File: src/rtl/ifetch_responder_if.sv
// rtl/ifetch_responder_if.sv - memory-side request/response bus of the instruction fetch responder
//
// Purpose: bundles the single-beat memory read bus used by ifetch_responder.
// Signals:
//   m_req     master->slave  request valid (held until m_ack)
//   m_addr    master->slave  32-bit word address, bits [1:0] always 0
//   m_ack     slave->master  request accepted this cycle
//   m_rvalid  slave->master  read data valid (may coincide with m_ack)
//   m_rdata   slave->master  32-bit read data
// Modports: master (fetch responder side), slave (memory side).

interface ifetch_responder_if;
   logic        m_req;
   logic [31:0] m_addr;
   logic        m_ack;
   logic        m_rvalid;
   logic [31:0] m_rdata;

   modport master (
      output m_req,
      output m_addr,
      input  m_ack,
      input  m_rvalid,
      input  m_rdata
   );

   modport slave (
      input  m_req,
      input  m_addr,
      output m_ack,
      output m_rvalid,
      output m_rdata
   );
endinterface

File: src/rtl/ifetch_responder.sv
// rtl/ifetch_responder.sv - instruction fetch responder between the PC stage and a single-beat memory
//
// Purpose: accepts one fetch at a time from the PC stage, issues at most one
// outstanding memory read, and returns the instruction word with a stall
// indication. Flushes cancel the fetch in flight; a beat already accepted by
// memory is drained and dropped in DISCARD.
// Ports:
//   clk      sole clock, rising edge
//   rst      synchronous active-high reset
//   i_en     fetch request valid
//   i_addr   fetch byte address
//   flush    pipeline flush, cancels the current fetch
//   i_rdata  instruction word, valid when i_en=1 and i_stall=0
//   i_stall  fetch not complete this cycle
//   mem      memory bus (ifetch_responder_if.master)
// Configuration: define IFETCH_LASTHIT_EN to add a one-entry last-fetch hit
// buffer that answers a repeated address in the same cycle.

module ifetch_responder (
   input  logic        clk,
   input  logic        rst,
   input  logic        i_en,
   input  logic [31:0] i_addr,
   input  logic        flush,
   output logic [31:0] i_rdata,
   output logic        i_stall,
   ifetch_responder_if.master mem
);

   typedef enum logic [2:0] {IDLE, REQ, WAIT, DISCARD, RESP} state_t;

   state_t      state, state_nx;
   logic [31:0] areg, areg_nx;
   logic [31:0] dreg, dreg_nx;
   logic [31:0] rdata_q;
   logic        hit;
   logic [31:0] hit_data;

`ifdef IFETCH_LASTHIT_EN
   logic [31:0] lastaddr;
   logic [31:0] lastdata;
   logic        lastvalid;

   // Only aligned addresses are ever stored, so equality implies alignment.
   assign hit      = (state == IDLE) && i_en && !flush && lastvalid && (i_addr == lastaddr);
   assign hit_data = lastdata;

   // Capture on the edge that enters RESP from a memory state, so the buffer
   // holds exactly what RESP presents; misaligned responses come from IDLE.
   always_ff @(posedge clk) begin
      if (rst) begin
         lastaddr  <= '0;
         lastdata  <= '0;
         lastvalid <= 1'b0;
      end else if (flush) begin
         lastvalid <= 1'b0;
      end else if ((state == REQ || state == WAIT) && state_nx == RESP) begin
         lastaddr  <= areg;
         lastdata  <= dreg_nx;
         lastvalid <= 1'b1;
      end
   end
`else
   assign hit      = 1'b0;
   assign hit_data = '0;
`endif

   always_ff @(posedge clk) begin
      if (rst) begin
         state   <= IDLE;
         areg    <= '0;
         dreg    <= '0;
         rdata_q <= '0;
      end else begin
         state <= state_nx;
         areg  <= areg_nx;
         dreg  <= dreg_nx;
         // Remember the last word driven so i_rdata holds between responses.
         if (state == RESP) begin
            rdata_q <= dreg;
         end else if (hit) begin
            rdata_q <= hit_data;
         end
      end
   end

   always_comb begin
      state_nx = state;
      areg_nx  = areg;
      dreg_nx  = dreg;
      case (state)
         IDLE: begin
            if (i_en && !flush && !hit) begin
               if (i_addr[1:0] != 2'b00) begin
                  dreg_nx  = '0;
                  state_nx = RESP;
               end else begin
                  areg_nx  = i_addr;
                  state_nx = REQ;
               end
            end
         end
         REQ: begin
            if (mem.m_ack) begin
               if (mem.m_rvalid) begin
                  if (flush) begin
                     state_nx = IDLE;
                  end else begin
                     dreg_nx  = mem.m_rdata;
                     state_nx = RESP;
                  end
               end else begin
                  state_nx = flush ? DISCARD : WAIT;
               end
            end else if (flush) begin
               state_nx = IDLE;
            end
         end
         WAIT: begin
            // A beat arriving together with the flush is the one DISCARD
            // would wait for, so drop it here and skip DISCARD.
            if (mem.m_rvalid) begin
               if (flush) begin
                  state_nx = IDLE;
               end else begin
                  dreg_nx  = mem.m_rdata;
                  state_nx = RESP;
               end
            end else if (flush) begin
               state_nx = DISCARD;
            end
         end
         DISCARD: begin
            if (mem.m_rvalid) begin
               state_nx = IDLE;
            end
         end
         RESP: begin
            state_nx = IDLE;
         end
         default: begin
            state_nx = IDLE;
         end
      endcase
   end

   assign mem.m_req  = (state == REQ) && !rst;
   assign mem.m_addr = areg;

   always_comb begin
      i_stall = 1'b0;
      if (!rst && i_en && !flush && state != RESP && !hit) begin
         i_stall = 1'b1;
      end
   end

   always_comb begin
      i_rdata = rdata_q;
      if (rst) begin
         i_rdata = '0;
      end else if (state == RESP) begin
         i_rdata = dreg;
      end else if (hit) begin
         i_rdata = hit_data;
      end
   end

endmodule

File: src/flat_wrapper.sv
// flat-port wrapper written by rule: the top's interface ports become plain ports
module ifetch_responder_flat 
  (clk, rst, i_en, i_addr, flush, i_rdata, i_stall, mem_m_req, mem_m_addr, mem_m_ack, mem_m_rvalid, mem_m_rdata);
  ifetch_responder_if mem_i ();
  input  logic clk;
  input  logic rst;
  input  logic i_en;
  input  logic [31:0] i_addr;
  input  logic flush;
  output logic [31:0] i_rdata;
  output logic i_stall;
  output wire logic [$bits(mem_i.m_req)-1:0] mem_m_req;
  output wire logic [$bits(mem_i.m_addr)-1:0] mem_m_addr;
  input wire logic [$bits(mem_i.m_ack)-1:0] mem_m_ack;
  input wire logic [$bits(mem_i.m_rvalid)-1:0] mem_m_rvalid;
  input wire logic [$bits(mem_i.m_rdata)-1:0] mem_m_rdata;
  assign mem_m_req = mem_i.m_req;
  assign mem_m_addr = mem_i.m_addr;
  assign mem_i.m_ack = mem_m_ack;
  assign mem_i.m_rvalid = mem_m_rvalid;
  assign mem_i.m_rdata = mem_m_rdata;
  ifetch_responder u_core (.clk(clk), .rst(rst), .i_en(i_en), .i_addr(i_addr), .flush(flush), .i_rdata(i_rdata), .i_stall(i_stall), .mem(mem_i));
endmodule
File: config.mk
export PLATFORM = sky130hd
export DESIGN_NAME = ifetch_responder_flat
export DESIGN_NICKNAME = d
export VERILOG_FILES = /design/src/rtl/ifetch_responder_if.sv /design/src/rtl/ifetch_responder.sv /design/src/flat_wrapper.sv
export SDC_FILE = /design/constraint.sdc
export NUM_CORES = 1
export LEC_CHECK = 0
export CORE_MARGIN = 5
export CORE_UTILIZATION = 42
export CTS_BUF_LIST = sky130_fd_sc_hd__clkbuf_8
export CTS_CLUSTER_DIAMETER = 80
export DETAILED_ROUTE_END_ITERATION = 16
export GPL_TIMING_DRIVEN = 0
export PLACE_DENSITY_LB_ADDON = 0.25
export SLEW_MARGIN = 25
export SYNTH_ARGS = -nofsm -noshare
export SYNTH_HDL_FRONTEND = slang
export SYNTH_SLANG_ARGS = --single-unit
export TNS_END_PERCENT = 1
File: constraint.sdc
create_clock -name clk -period 2 [get_ports clk]
set_clock_uncertainty 0.15 [all_clocks]
set_input_delay 0.6 -clock clk [delete_from_list [all_inputs] [get_ports clk]]
set_output_delay 0.6 -clock clk [all_outputs]
set_load 0.02 [all_outputs]
[Yosys cells after proc, flatten, opt, wreduce, memory -nomap -nowiden]
Cells that the tools add are included.
Word-level totals
  flip-flop bits (word level): 99
  input port bits: 70
  logic and storage cells: 49
Operators by class
  equality and inequality tests: 11
  mux-type cells: 20
  bitwise operators: 1
  reductions and logical operators: 13
Operator list (number)
  $mux 32: 7
  $pmux 32 s3: 1
  $mux 3: 9
  $pmux 3 s4: 1
  $ne 3x3->1 const B: 3
  $reduce_and 4->1: 2
  $eq 3x2->1 const B: 2
  $logic_and 1x1->1: 5
  $ne 2x1->1 const B: 2
  $ne 2x2->1 const B: 2
  $eq 3x1->1 const B: 1
  $eq 3x3->1 const B: 1
  $logic_not 3->1: 1
  $reduce_and 3->1: 1
  $reduce_bool 3->1: 1
  $logic_not 1->1: 2
  $mux 1: 2
  $reduce_bool 2->1: 1
  $not 1->1: 1

[Longest topological paths before layout]
  depth after elaboration: 5
  gate-level depth with buffers: 7
  mapped depth without buffers: 4

[Worst setup path after synthesis]
OpenSTA, ideal clock, no wires.
  kind: input to output
  start: in rst
  end: out i_stall
  data arrival time: 1.563 ns
  slack: -0.313 ns
  stages: 3
  cells stage by stage: clkbuf_1 -> clkbuf_1 -> nor3b_1
On the way
  longest elaborated chain between the ends: 5
Ends and longest elaborated chain
  start: declaration: line flat_wrapper.sv:6  | input logic rst;
  $logic_not 1->1: line ifetch_responder.sv:152  | if (!rst && i_en && !flush && state != RESP && !hit) begin
  $logic_and 1x1->1 (3 in a row): line ifetch_responder.sv:152
  $mux 1: line ifetch_responder.sv:152
  end: declaration: line flat_wrapper.sv:11  | output logic i_stall;
Every way passes these cells.

[Final worst setup path]
  start: in i_en
  end: out i_stall
On the way
  longest elaborated chain between the ends: 4
Ends and longest elaborated chain
  start: declaration: line flat_wrapper.sv:7  | input logic i_en;
  $logic_and 1x1->1 (3 in a row): line ifetch_responder.sv:152
  $mux 1: line ifetch_responder.sv:152
Every way passes these cells.

==> impl_metrics.tcl <==
set metrics [dict create \
    clkTransAtPathRegs_ps 90 \
    worstSetupEndpointType "primary output" \
    hold_viol_final 0 \
    final_area_um2 6543 \
    io_buffer_count 135 \
    yosysTopAreaCellShare 0.4922 \
    netlist_area_um2 4026 \
    cts_sinks 99 \
    grt_overflow 0 \
    route.detailed.drc 0 \
    start_util 0.4337 \
    insertedDiodeCount 0 \
    post-synth-top-count-cell "nand2_1" \
    grt_usage 0.1888 \
    regArea_um2 1987 \
    tightestPinTransition_ps 667.7 \
    core_area_um2 9284 \
    rsz0062_at_grt "true" \
    wl_per_cell_um 15.17 \
    final_nets 688 \
    fmax_ghz 0.4122 \
    crit_required_ps 1250 \
    clkLatencyLatePin_ps 350 \
    synthTopCellsByCount "125 x nand2_1, 99 x dfxtp_1, 63 x a21oi_1, 33 x nand3_1, 32 x inv_1" \
    ir_drop_mv 0.3307 \
    routed_via_density 4.951 \
    setup_slack_ps -426.1 \
    syn-num-nets 528 \
    power.leakage_nw 2.401 \
    hold_class "reg2reg" \
    layout-area-overhead-vs-synth_pct 62.49 \
    finalCoreUtilization 0.7047 \
    die_area_um2 11640 \
    place_hpwl_um 8056 \
    htree_levels 3 \
    grt_pass1_vias 3740 \
    cap_violations 0 \
    placed_area_um2 5923 \
    final.period_utilization 1.213 \
    dieWidth_um 107.9 \
    async_flop_share 0 \
    place.gp.congestion 0.8134 \
    yosysSeqAreaShare 0.4922 \
    syn_area_per_cell_um2 8.791 \
    drt-pass1-iter-count 5 \
    fin_tns_setup_ps -12260 \
    vias 3723 \
    drive_gt1_frac 0.2986 \
    power.total_mw 3.733 \
    synth_edf_count 0 \
    grt_pass1_wl_um 17630 \
    fillers 770 \
    ys.flop_type "dfxtp_1" \
    critical_path_class "in2out" \
    crit_arrival_ps 1680 \
    die_h_um 107.9 \
    cts_tree "built" \
    grt_max_degree 18 \
    yosysUniqueCellTypes 33 \
    power.density_nw_per_um2 570.6 \
    yosysWarnings 0 \
    rows 35 \
    setup_viol 34 \
    cp_max_fo 4 \
    dp_slack_ps -1491 \
    clockBufferDepth 2 \
    first_iter_violations 133 \
    antenna_left 0 \
    clockRootBuffer "clkbuf_8" \
    failed_checks "negative setup slack" \
    cts_made_buffers 9 \
    multiInputGateArea_um2 2152 \
    routed_wl_um 11410 \
    status "finished with violations" \
    antenna_found_initial 0 \
    io_pins 136 \
    synth_top_area_cell "dfxtp_1" \
    slew_violations 0 \
    ys_ff_latch 99 \
    period_minus_slack_ps 2426 \
    netlist_top_cells_area "dfxtp_1 49%, o32ai_2 12%, nand2_1 12%" \
    netlist_instances 458 \
    slew-limit-headroom 0.5549 \
    worstSetupStartpointType "input pin" \
]
## cells in the final DEF, fill, tap and decap left out, types with 2 or more instances in the layout
cell             netlist  routed
clkbuf_16              0       5
buf_4                  3      20
clkbuf_2               0       3
nand2_1              125     113
buf_6                  6      32
buf_8                  0       3
nor2b_4                1       2
nor3_1                 4       2
buf_12                 0       7
clkdlybuf4s50_1        0      66
inv_1                 32      32
o32ai_1                4       4
buf_2                 12       7
a21oi_1               63      31
nand2_2                0       6
a21oi_2                0       3
clkinvlp_4             0       2
nor3b_1                3       2
nor3_4                 1       2
a21oi_4                0      29
dfxtp_1               99      97
clkbuf_8               0      13
dlygate4sd2_1          0      34
clkbuf_1              19       7
nand2_4                0       6
nand3_1               33      33
o32ai_2               29      29
nor3_2                 2       3
nor2_1                 4       3
## kinds of logic after synthesis
group           after synthesis  synth area share
mux                           1          0.002486
buf+inv                      73           0.08577
xor+xnor                      1          0.002176
flops                        99            0.4922
simple gates                183            0.2020
compound gates              101            0.2154
## power breakdown
group	total [mW]	internal, mW	switching [mW]
combinational	0.510	0.264	0.246
clock	1.23	0.500	0.729
sequential	1.99	1.99	0.00831
## registers in the layout (all words and copies together) (netlist names)
name               cells
u_core.mem.m_addr     32
u_core.dreg           32
u_core.state           3
u_core.rdata_q        32
## critical path: stages
cell	delay (ps)
clkdlybuf4s50_1	490
nor2b_2	220
nor3b_4	220
buf_6	140
## worst paths after layout
check / startpoint / to / slack (ps) / cells past startpoint
max: i_en / i_stall / -430 / 4
min: u_core.mem.m_addr[28] / u_core.mem.m_addr[28] / 310 / 2
max reg2reg: u_core.state[1] / u_core.dreg[16] / 70 / 8
min reg2reg: u_core.mem.m_addr[28] / u_core.mem.m_addr[28] / 310 / 2
## through the flow
step                      hold WS (ps)  std cells
after CTS                        309.0        745
after global placement           291.8        722
after global routing             329.5        752
after detailed placement         297.9        722
final                            306.6        752
after floorplan                  302.1        458
## area by class of cell
type                            instances  share of cell area
Inverter                               32             0.01836
Clock buffer                           10             0.02104
Buffer                                 38             0.06043
Multi-Input combinational cell        286              0.3289
Timing Repair Buffer                  152              0.2354
Sequential cell                        99              0.3037
Clock inverter                          6            0.007458
Tap cell                              129             0.02467
## repair_timing
| action | CTS | global route |
|---|---|---|
| cloned | 1 | 1 |
| setup endpoints to repair | 150 | 65 |
| pin swaps | 4 | 18 |
| hold buffers | 0 | 0 |
| gates resized for setup | 289 | 28 |
| buffers inserted | 7 | 8 |
## metal layers
layer  wire [um]  global-route usage  up-vias
li1            -                   -     1860
met1        4687              0.2197     1741
met2        5911              0.3472      108
met3         635             0.04619       14
met4         175             0.04418        0
met5           0                   0        -
No activity file was read; power rests on OpenSTA's default activity.
